[src/rtl/neighbour_scanner.sv]
// neighbour_scanner: scans a (MAX_i+1) x (MAX_j+1) grid one row at a time
// through a three-row window. For every cell in raster order it presents the
// cell state and its live-neighbour count. Cells outside the grid count as dead.
module neighbour_scanner #(
    parameter int MAX_i = 19,
    parameter int MAX_j = 14
) (
    input  logic           clk,
    input  logic           clr,
    input  logic           start,
    output logic           rd_en,
    output logic [3:0]     rd_y,
    input  logic [0:MAX_i] rd_row,
    output logic           out_valid,
    input  logic           out_ready,
    output logic [4:0]     sum_neighbours,
    output logic           cell_alive,
    output logic [4:0]     cell_x,
    output logic [3:0]     cell_y,
    output logic           busy,
    output logic           done
);

    localparam int LW = $clog2(MAX_j + 2);
    localparam logic [4:0]    X_LAST  = 5'(MAX_i);
    localparam logic [3:0]    Y_LAST  = 4'(MAX_j);
    localparam logic [LW-1:0] LD_LAST = LW'(MAX_j);

    typedef enum logic [2:0] {IDLE, LOAD, CAPT, EMIT, DONE} state_t;

    state_t         state, state_nx;
    logic [0:MAX_i] above, cur, below;
    logic [LW-1:0]  ld_row;
    logic [4:0]     x;
    logic [3:0]     y;
    logic [3:0]     nsum;

    // State register
    always_ff @(posedge clk) begin
        if (!clr) state <= IDLE;
        else      state <= state_nx;
    end

    // Row window, row loader and cell counters
    always_ff @(posedge clk) begin
        if (!clr) begin
            above  <= '0;
            cur    <= '0;
            below  <= '0;
            ld_row <= '0;
            x      <= '0;
            y      <= '0;
        end else begin
            case (state)
                IDLE: begin
                    if (start) begin
                        above  <= '0;
                        cur    <= '0;
                        below  <= '0;
                        ld_row <= '0;
                    end
                end
                CAPT: begin
                    above  <= cur;
                    cur    <= below;
                    // Past the last row the window is filled with dead cells
                    below  <= (ld_row <= LD_LAST) ? rd_row : '0;
                    ld_row <= ld_row + LW'(1);
                    if (ld_row != '0) begin
                        x <= '0;
                        y <= 4'(ld_row - LW'(1));
                    end
                end
                EMIT: begin
                    if (out_ready && (x < X_LAST)) x <= x + 5'd1;
                end
                default: ;
            endcase
        end
    end

    // Neighbour count for column x; edge columns drop the out-of-grid side
    always_comb begin
        nsum = '0;
        if (x != 5'd0)
            nsum = nsum + 4'(above[x - 5'd1]) + 4'(cur[x - 5'd1]) + 4'(below[x - 5'd1]);
        nsum = nsum + 4'(above[x]) + 4'(below[x]);
        if (x != X_LAST)
            nsum = nsum + 4'(above[x + 5'd1]) + 4'(cur[x + 5'd1]) + 4'(below[x + 5'd1]);
    end

    // Next-state and output decode
    always_comb begin
        state_nx       = state;
        rd_en          = 1'b0;
        rd_y           = '0;
        out_valid      = 1'b0;
        sum_neighbours = '0;
        cell_alive     = 1'b0;
        cell_x         = '0;
        cell_y         = '0;
        busy           = (state != IDLE);
        done           = 1'b0;
        case (state)
            IDLE: begin
                if (start) state_nx = LOAD;
            end
            LOAD: begin
                if (ld_row <= LD_LAST) begin
                    rd_en = 1'b1;
                    rd_y  = 4'(ld_row);
                end
                state_nx = CAPT;
            end
            CAPT: begin
                state_nx = (ld_row == '0) ? LOAD : EMIT;
            end
            EMIT: begin
                out_valid      = 1'b1;
                cell_x         = x;
                cell_y         = y;
                cell_alive     = cur[x];
                sum_neighbours = {1'b0, nsum};
                if (out_ready && (x == X_LAST))
                    state_nx = (y == Y_LAST) ? DONE : LOAD;
            end
            DONE: begin
                done     = 1'b1;
                state_nx = IDLE;
            end
            default: state_nx = IDLE;
        endcase
    end

endmodule

[config.mk]
export PLATFORM = sky130hd
export DESIGN_NAME = neighbour_scanner
export DESIGN_NICKNAME = d
export VERILOG_FILES = /design/src/rtl/neighbour_scanner.sv
export SDC_FILE = /design/constraint.sdc
export NUM_CORES = 1
export LEC_CHECK = 0
export ABC_AREA = 0
export ABC_CLOCK_PERIOD_IN_PS = 14050
export BUFFER_PORTS_ARGS = -buffer_cell sky130_fd_sc_hd__buf_2
export CORE_MARGIN = 1
export CORE_UTILIZATION = 52
export CTS_CLUSTER_SIZE = 12
export DETAILED_ROUTE_END_ITERATION = 10
export GPL_ROUTABILITY_DRIVEN = 0
export PLACE_DENSITY = 0.71
export SLEW_MARGIN = 20
export SYNTH_ARGS = -nofsm -noshare
export SYNTH_HDL_FRONTEND = slang
export SYNTH_SLANG_ARGS = --single-unit
[constraint.sdc]
create_clock -name clk -period 14.05 [get_ports clk]
set_input_delay 1.405 -clock clk [delete_from_list [all_inputs] [get_ports clk]]
set_output_delay 1.405 -clock clk [all_outputs]
set_load 0.02 [all_outputs]
* Yosys cells after proc, flatten, opt, wreduce, memory -nomap -nowiden
Index checks and enable logic that the tools add are counted. Widths: inputs -> output; s select.
Word-level totals: register bits 76, bits in latches 0, RAM bits 0, bits in read-only memories 0, bits of input ports 24, output and inout port bits 23, logic and storage cells 104, memories kept 0
Cells by class: $add $sub $neg 11, $mul 0, divide/modulo/power cells 0, order comparisons 5, eq/ne operators 11, shifts and indexed selects 0, mux-type cells 54, bitwise logic cells 3, reduce and logical (&&, ||, !) cells 13
Operator list (count):
- $pmux 20 s2 | 3
- $bmux 1 s5 | 9
- $mux 20 | 2
- $mux 4 | 6
- $mux 1 | 23
- $add 4x1->4 | 5
- $ge 6x6->1 const B | 3
- $not 5->6 | 3
- $mux 5 | 3
- $mux 3 | 4
- $pmux 3 s4 | 1
- $pmux 5 s2 | 1
- $ne 2x2->1 const B | 4
- $pmux 4 s2 | 1
- $eq 3x2->1 const B | 2
- $reduce_and 2->1 | 3
- $add 5x1->5 const B | 1
- $eq 5x5->1 const B | 1
- $lt 5x5->1 const B | 1
- $ne 5x5->1 const B | 1
- $reduce_bool 5->1 | 1
- $sub 5x1->5 const B | 1
- $add 4x1->4 const B | 1
- $eq 4x4->1 const B | 1
- 14 further kinds | 16

* Logic depth before layout (Yosys ltp)
Gate-level depths: netlist of run 1.
depth in word-level cells 15, depth in mapped cells 20, gate-level depth less buffers 17

* Worst setup path before layout of run 1
No wires, ideal clock.
path type register to output, from register x[1], to output port sum_neighbours[1], arrival time 5.412 ns, data required time 12.645 ns, setup slack 7.233 ns, cell stages (with the launch flop) 20, buffers on the path 4, cells stage by stage dfxtp_1 buf_2 buf_1 inv_1 ha_1 clkbuf_1 clkbuf_1 mux4_2 mux2i_1 nor2_1 a21oi_1 fa_1 or2_2 fa_1 inv_1 fa_1 ha_1 fa_1 mux2i_1 nor2_1
On the way: word-level cells in the longest chain between the ends 15, elaborated cells between the ends (all ways) 41, those cells by class add/sub (9); eq/ne (1); mux (27); bitwise (3); reduce/logical (1)
Ends and longest elaborated chain:
- start: declaration | line 34 | logic [4:0] x;
- start signal: assignment | line 75 | if (out_ready && (x < X_LAST)) x <= x + 5'd1;
- $sub 5x1->5 | line 86 | nsum = nsum + 4'(above[x - 5'd1]) + 4'(cur[x - 5'd1]) + 4'(below[x - 5'd1]);
- $not 5->6 (not written as such) | line 86
- $bmux 1 s5 | line 86
- $mux 1 (not written as such) (2 in series) | line 86
- $add 1x1->2 | line 86
- $add 2x1->3 | line 86
- $mux 3 | line 85 | if (x != 5'd0)
- $add 4x1->4 (2 in series) | line 87 | nsum = nsum + 4'(above[x]) + 4'(below[x]);
- $add 4x1->4 (3 in series) | line 89 | nsum = nsum + 4'(above[x + 5'd1]) + 4'(cur[x + 5'd1]) + 4'(below[x + 5'd1]);
- $mux 4 (*) | line 88 | if (x != X_LAST)
- $mux 4 (*) | line 104 | case (state)
- end: declaration | line 16 | output logic [4:0] sum_neighbours,
Every way passes the cells marked *; elsewhere a longest branch is shown, timed or not. The select of a mux whose other input is x is not followed.

* Worst setup path in the final report of run 1
from register x[0], to output port sum_neighbours[2]
Same word-level chain as after synthesis.

==> flow_metrics.env, run 1 <==
export IMPL_cts_root_buffer="clkbuf_8"
export IMPL_ys_warn_count=0
export IMPL_synth_area_leaders="dfxtp_1 31%, mux4_2 21%, a22oi_1 10%, nor2b_1 8.3%, mux2i_1 3.0%"
export IMPL_powerDensity_nw_per_um2=81.15
export IMPL_grt_pass1_wl_um=19160
export IMPL_status="complete, no violations"
export IMPL_period_share_pct=54.65
export IMPL_die_width_um=99.34
export IMPL_finalNonFillerCells=616
export IMPL_grt_pass1_vias=3654
export IMPL_min_path_type="flop to flop"
export IMPL_swShare_pct=25.73
export IMPL_crit_arrival_ns=6.27
export IMPL_relSlewSlack_pct=30.71
export IMPL_final_nets=536
export IMPL_area_growth_pct=8.583
export IMPL_synth_top_family_by_area="multiplexers"
export IMPL_cts_buffers=9
export IMPL_setup_viol_count_final=0
export IMPL_cp_start_kind="flop"
export IMPL_ctsResizeCount=0
export IMPL_vias_per_cell=6.373
export IMPL_clkPwrFrac_pct=39.6
export IMPL_grt_usage_pct=24.36
export IMPL_postSynthAreaPerCell_um2=10.20
export IMPL_critPathTopFamily="adder cells"
export IMPL_cap_violations=0
export IMPL_grt_antenna_before_repair=0
export IMPL_drc=0
export IMPL_worstPathBufferInverterCount=4
export IMPL_skew_ns=0.01332
export IMPL_finalPower_mw=0.4342
export IMPL_ys_flop_type="dfxtp_1"
export IMPL_ioPinCount=47
export IMPL_hold_path_end="y[3]"
export IMPL_max_stage_delay_ns=0.58
export IMPL_max_freq_ghz=0.1302
export IMPL_synthDistinctLibCells=57
export IMPL_drive_gt1_share_pct=24.95
export IMPL_postCtsHoldBufs=0
export IMPL_synth_cells=483
export IMPL_tightestPinTransition_ns=1.039
export IMPL_yosys_area_share_simple_pct=17.50
export IMPL_worstHoldStart="y[3]"
export IMPL_slew_viol_final=0
export IMPL_critical_path_class="flop to primary output"
export IMPL_critical_path_cell_chain="buf_4 > inv_2 > ha_1 > xor2_2 > mux4_2 > mux2i_1 > a21oi_1 > a21oi_1 > fa_1 > or2_2 > fa_1 > inv_1 > fa_1 > ha_1 > fa_1 > nand2_1 > xor2_1 > nor2_1 > buf_2"
export IMPL_crit_start="x[0]"
export IMPL_htreeDepth=3
export IMPL_syn_num_nets=519
export IMPL_clk_path_buf_depth=2
export IMPL_ys_async_sr_fraction_pct=0
export IMPL_num_rows=35
export IMPL_end_kind="primary output"
export IMPL_synth_edff_count=0
export IMPL_start_util_pct=53.58
export IMPL_drtAntennaViolNets=0
export IMPL_design_core_area_um2=9196
export IMPL_rr_worst_depth=6
export IMPL_io_buffer_count=45
export IMPL_dp_cells=600
export IMPL_antenna_cells=0
export IMPL_synth_seq_area_share_pct=30.88
export IMPL_drt_initial_drc_count=354
export IMPL_clock_latency_ns=0.36
export IMPL_synth_compound_area_share_pct=16.86
export IMPL_seqPwrFrac_pct=51.3
export IMPL_vias=3926
export IMPL_combPwrFrac_pct=9.1
export IMPL_p_sw_mw=0.1117
export IMPL_synth_top_cell_by_area="dfxtp_1"
export IMPL_ir_drop_uv=53.24
export IMPL_crit_reg2reg_capture="x[1]"
export IMPL_crit_path_max_fanout=46
export IMPL_wl_per_cell_um=18.44
export IMPL_required_ns=12.65
export IMPL_synthMuxAreaShare_pct=24.30
export IMPL_cts_num_sinks=76
export IMPL_p_leak_nw=1.832
export IMPL_tns_ns=0
export IMPL_cts_tree="yes"
export IMPL_cpMaxStageDelayCell="buf_4"
export IMPL_synth_xor_xnor_area_share_pct=1.905
export IMPL_rsz0062_at_grt="no"
export IMPL_min_delay_path_depth=1
export IMPL_synth_top_cell_area_share_pct=30.88
export IMPL_die_area_um2=9868
export IMPL_r2r_slack_ns=11.51
export IMPL_gr_total_overflow=0
export IMPL_die_h_um=99.34
export IMPL_postCtsSetupBuffers=0
export IMPL_synth_common_cells="76 x dfxtp_1, 66 x a22oi_1, 65 x nor2b_1, 45 x mux4_2, 28 x clkbuf_1"
export IMPL_grt_start_max_net_pins=77
export IMPL_holdWs_ns=0.5261
export IMPL_dr_pass1_iters=6
export IMPL_syn_cell_area_um2=4927
export IMPL_p_int_mw=0.3224
export IMPL_place_hpwl_um=7944
export IMPL_clk_pin_slew_ns=0.09
export IMPL_timing_rr_start="x[0]"
export IMPL_ys_ff_latch=76
export IMPL_crit_path_frequent_cell="fa_1"
export IMPL_fin_crit_ns=7.678
export IMPL_synth_most_common_cell="dfxtp_1"
export IMPL_wirelength_um=11360
export IMPL_hold_viol=0
export IMPL_synth_adder_area_share_pct=3.657
==> worst max-delay path by stage <==
stage / depth (start not counted) / to
4_1_cts: 19 / sum_neighbours[2]
5_1_grt: 19 / sum_neighbours[2]
2_1_floorplan: 19 / sum_neighbours[1]
3_3_place_gp: 19 / sum_neighbours[2]
3_5_place_dp: 19 / sum_neighbours[2]
6_report: 19 / sum_neighbours[2]
==> metrics by stage <==
step | area (um2) | utilization (%) | setup slack, ns
4_1_cts | 5346 | 58.14 | 6.336
2_1_floorplan | 4927 | - | 7.233
3_3_place_gp | 5145 | 55.95 | 6.904
5_1_grt | 5350 | 58.18 | 5.968
6_report | 5350 | 58.18 | 6.372
3_5_place_dp | 5145 | 55.95 | 6.747
==> worst register-to-register path, stage by stage, from the launching register on <==
cell	delay, ns
dfxtp_2	0.32
buf_4	0.58
inv_2	0.28
ha_1	0.64
buf_4	0.35
o211ai_1	0.13
a21boi_0	0.18
==> sequential cells by signal (all words and copies together) (netlist names) <==
name / cells
above: 20
y: 4
x: 5
cur: 20
state: 3
below: 20
ld_row: 4
==> logic make-up (layout without fill, tap and decap cells) <==
logic type / after synthesis / in the layout
and+or+nand+nor: 152 / 152
AOI/OAI and AO/OA: 114 / 114
DFF: 76 / 76
muxes: 63 / 63
buffers and inverters: 56 / 78
adders and majority gates: 12 / 12
xor gates and xnor gates: 9 / 9
other: 1 / 1
==> final cells by class <==
| cell class | count | area (um2) |
|---|---|---|
| clock inverter | 5 | 60.06 |
| fill | 820 | 3846 |
| sequential | 76 | 1523 |
| multi-input combinational | 351 | 3179 |
| tap | 111 | 138.9 |
| timing repair buffer | 50 | 262.8 |
| inverter | 12 | 45.04 |
| clock buffer | 11 | 141.4 |
==> routing by layer <==
layer | vias to the layer above | global-route usage, % | wire length [um]
li1 | 1843 | - | -
met1 | 1904 | 35.09 | 5144
met2 | 161 | 36.91 | 5215
met3 | 18 | 4.989 | 827
met4 | 0 | 7.805 | 171
met5 | - | 0 | 0
==> power groups by stage <==
stage          Sequential, mW  Clock [mW]  Combinational (mW)
6_report                0.223       0.172              0.0397
5_1_grt                 0.224       0.182              0.0438
4_1_cts                 0.223       0.176              0.0399
3_5_place_dp            0.228           0              0.0398
3_3_place_gp            0.228           0              0.0392
2_1_floorplan           0.226           0              0.0314
==> placed cells by master, fill, tap and decap left out, types with 6 or more instances in the layout <==
master / count
clkbuf_8: 10
a22oi_1: 66
and2_1: 9
dfxtp_1: 75
nor2_1: 26
inv_1: 10
nor3_1: 6
nor2b_1: 65
o21ai_0: 9
ha_1: 8
nand2_1: 16
mux4_2: 45
buf_2: 45
mux2i_1: 15
a21oi_1: 14
No activity file was read; power rests on OpenSTA's default activity.
==> inputs of run 2 (changes only) <==
- ABC_AREA: 0 -> 1
- ABC_CLOCK_PERIOD_IN_PS: 14050 -> 7700
- clock period: 14.05 -> 7.7 ns (I/O delays scaled with it)
==> run 2 against run 1 <==
Via count increased by 31%; highest routed layer unchanged; design area increased by 0.12%; clock power increased by 110%; hold slack got worse by 0.057 ns; critical path depth increased by 3; largest power group unchanged; routed wire length increased by 15%; synthesized cell count increased by 65%; final cell count increased by 53%; global-route usage increased by 2.6 points; non-clock buffer count decreased by 2.
==> flow_metrics.env, run 2 <==
export IMPL_cp_start_kind="flop"
export IMPL_ioPinCount=47
export IMPL_synth_common_cells="251 x nand2_1, 102 x a21oi_1, 85 x nand3_1, 81 x inv_1, 76 x dfxtp_1"
export IMPL_postCtsSetupBuffers=0
export IMPL_die_width_um=99.94
export IMPL_timing_rr_start="x[1]"
export IMPL_clock_latency_ns=0.37
export IMPL_ys_ff_latch=76
export IMPL_max_stage_delay_ns=0.81
export IMPL_critical_path_cell_chain="inv_1 > ha_1 > inv_1 > nand2_1 > nand2_1 > nand2_1 > nand3_1 > nand3_1 > nand2_1 > inv_1 > fa_1 > inv_1 > nand2_1 > fa_1 > inv_1 > fa_1 > ha_1 > fa_1 > nand2_1 > o21ai_0 > a21oi_1 > buf_2"
export IMPL_finalPower_mw=0.9571
export IMPL_synth_cells=799
export IMPL_syn_num_nets=835
export IMPL_htreeDepth=3
export IMPL_crit_path_max_fanout=24
export IMPL_setup_viol_count_final=0
export IMPL_postCtsHoldBufs=0
export IMPL_drt_initial_drc_count=414
export IMPL_clk_pin_slew_ns=0.08
export IMPL_gr_total_overflow=0
export IMPL_area_growth_pct=7.401
export IMPL_dr_pass1_iters=6
export IMPL_dp_cells=925
export IMPL_synth_edff_count=0
export IMPL_grt_pass1_vias=4513
export IMPL_critical_path_class="flop to primary output"
export IMPL_worstHoldStart="above[5]"
export IMPL_layout_common_cells="251 x nand2_1, 102 x a21oi_1, 85 x nand3_1, 80 x inv_1, 75 x dfxtp_1"
export IMPL_die_area_um2=9987
export IMPL_ys_flop_type="dfxtp_1"
export IMPL_drtAntennaViolNets=0
export IMPL_synth_top_cell_by_area="dfxtp_1"
export IMPL_synth_area_leaders="dfxtp_1 31%, nand2_1 19%, a21oi_1 10%, nand3_1 8.5%, inv_1 6.1%"
export IMPL_min_path_type="flop to flop"
export IMPL_clk_path_buf_depth=2
export IMPL_cts_tree="yes"
export IMPL_end_kind="primary output"
export IMPL_final_nets=843
export IMPL_cts_root_buffer="clkbuf_8"
export IMPL_wirelength_um=13020
export IMPL_dpl_cell_area_um2=5122
export IMPL_tns_ns=0
export IMPL_crit_arrival_ns=5.84
export IMPL_r2r_slack_ns=5.29
export IMPL_design_core_area_um2=9284
export IMPL_final_area_um2=5356
export IMPL_synth_seq_area_share_pct=30.51
export IMPL_rr_worst_depth=5
export IMPL_ff_latch_area_um2=1523
export IMPL_drc=0
export IMPL_worstPathBufferInverterCount=6
export IMPL_grt_pass1_wl_um=21620
export IMPL_syn_cell_area_um2=4987
export IMPL_max_freq_ghz=0.1513
export IMPL_antenna_cells=0
export IMPL_io_buffer_count=45
export IMPL_crit_path_frequent_cell="nand2_1"
export IMPL_required_ns=6.93
export IMPL_fin_crit_ns=6.611
export IMPL_tightestPinTransition_ns=1.004
export IMPL_synth_most_common_cell="nand2_1"
export IMPL_num_rows=35
export IMPL_min_delay_path_depth=2
export IMPL_ys_warn_count=0
export IMPL_hold_viol=0
export IMPL_cts_buffers=9
export IMPL_fillers=965
export IMPL_grt_start_max_net_pins=107
export IMPL_p_leak_nw=2.052
export IMPL_ir_drop_uv=145.3
export IMPL_die_h_um=99.94
export IMPL_cpMaxStageDelayCell="dfxtp_1"
export IMPL_worst_slack_ns=1.089
export IMPL_dp_slack_ns=1.572
export IMPL_period_share_pct=85.86
export IMPL_slew_viol_final=0
export IMPL_wl_per_cell_um=13.83
export IMPL_start_util_pct=53.72
export IMPL_ys_async_sr_fraction_pct=0
export IMPL_holdWs_ns=0.4695
export IMPL_ctsResizeCount=0
export IMPL_cts_num_sinks=76
export IMPL_grt_antenna_before_repair=0
export IMPL_drive_gt1_share_pct=10.59
export IMPL_cap_violations=0
export IMPL_synth_top_cell_area_share_pct=30.51
export IMPL_vias=5125
export IMPL_postSynthAreaPerCell_um2=6.242
export IMPL_critPathTopFamily="adder cells"
export IMPL_rsz0062_at_grt="no"
export IMPL_synthDistinctLibCells=35
export IMPL_finalNonFillerCells=941
export IMPL_vias_per_cell=5.446
export IMPL_relSlewSlack_pct=32.97
export IMPL_crit_reg2reg_capture="x[1]"
export IMPL_multi_input_area_um2=2858
export IMPL_powerDensity_nw_per_um2=178.7
export IMPL_hold_path_end="above[5]"
export IMPL_utilization_pct=57.70
export IMPL_skew_ns=0.01847
export IMPL_place_hpwl_um=9056
export IMPL_status="complete, no violations"
export IMPL_layout_commonest_cell="nand2_1"
export IMPL_largestRegisters="above (20), below (20), cur (20)"
export IMPL_grt_usage_pct=27.00
[run 2: cell count changes in the layout (fill, tap and decap cells not counted), moves of 65 or more]
cell,change
nand2_1,+235
a21oi_1,+88
nand3_1,+80
inv_1,+70
a22oi_1,-66
nor2b_1,-65
[run 2: layout make-up]
type	count	area share, %
well taps	129	3.013
flip-flops and latches	76	28.43
clock inverters	6	1.775
multi-input cells	584	53.35
inverters	88	6.237
clock buffers	10	2.569
repair buffers	48	4.625
[run 2: kinds of logic after synthesis]
kind of cell | synth area share (%)
compound gates | 19.42
xor+xnor | 2.283
fa+ha+maj | 3.613
buf+inv | 12.19
flops | 30.51
other cells | 0.07519
simple gates | 31.91
[run 2: tightest hold or removal path: cells and delay by family (launching register included)]
family	cells	cell delay (ns)
AOI/OAI and AO/OA	1	0.05
DFF	1	0.31
and+or+nand+nor	1	0.06
[run 2: report_power, final]
group | total [mW] | switching (mW) | internal (mW)
combinational | 0.184 | 0.129 | 0.0553
sequential | 0.417 | 0.0140 | 0.403
clock | 0.356 | 0.162 | 0.195
[run 2: worst max path at each step]
stage | from | endpoint | slack [ns] | cells past startpoint
3_3_place_gp | x[1] | sum_neighbours[2] | 1.70 | 22
2_1_floorplan | x[0] | sum_neighbours[2] | 2.47 | 22
5_1_grt | x[1] | sum_neighbours[2] | 0.69 | 20
3_5_place_dp | x[1] | sum_neighbours[2] | 1.57 | 22
6_report | x[1] | sum_neighbours[2] | 1.09 | 22
4_1_cts | x[1] | sum_neighbours[2] | 1.17 | 22
[run 2: layer usage]
metal	part of all wire (%)	global-route usage [%]	vias to the layer above
met5	0	0	-
met4	1.1	6.900	0
met1	49	40.60	2332
met2	44	40.69	187
met3	6.0	3.343	15
li1	-	-	2591
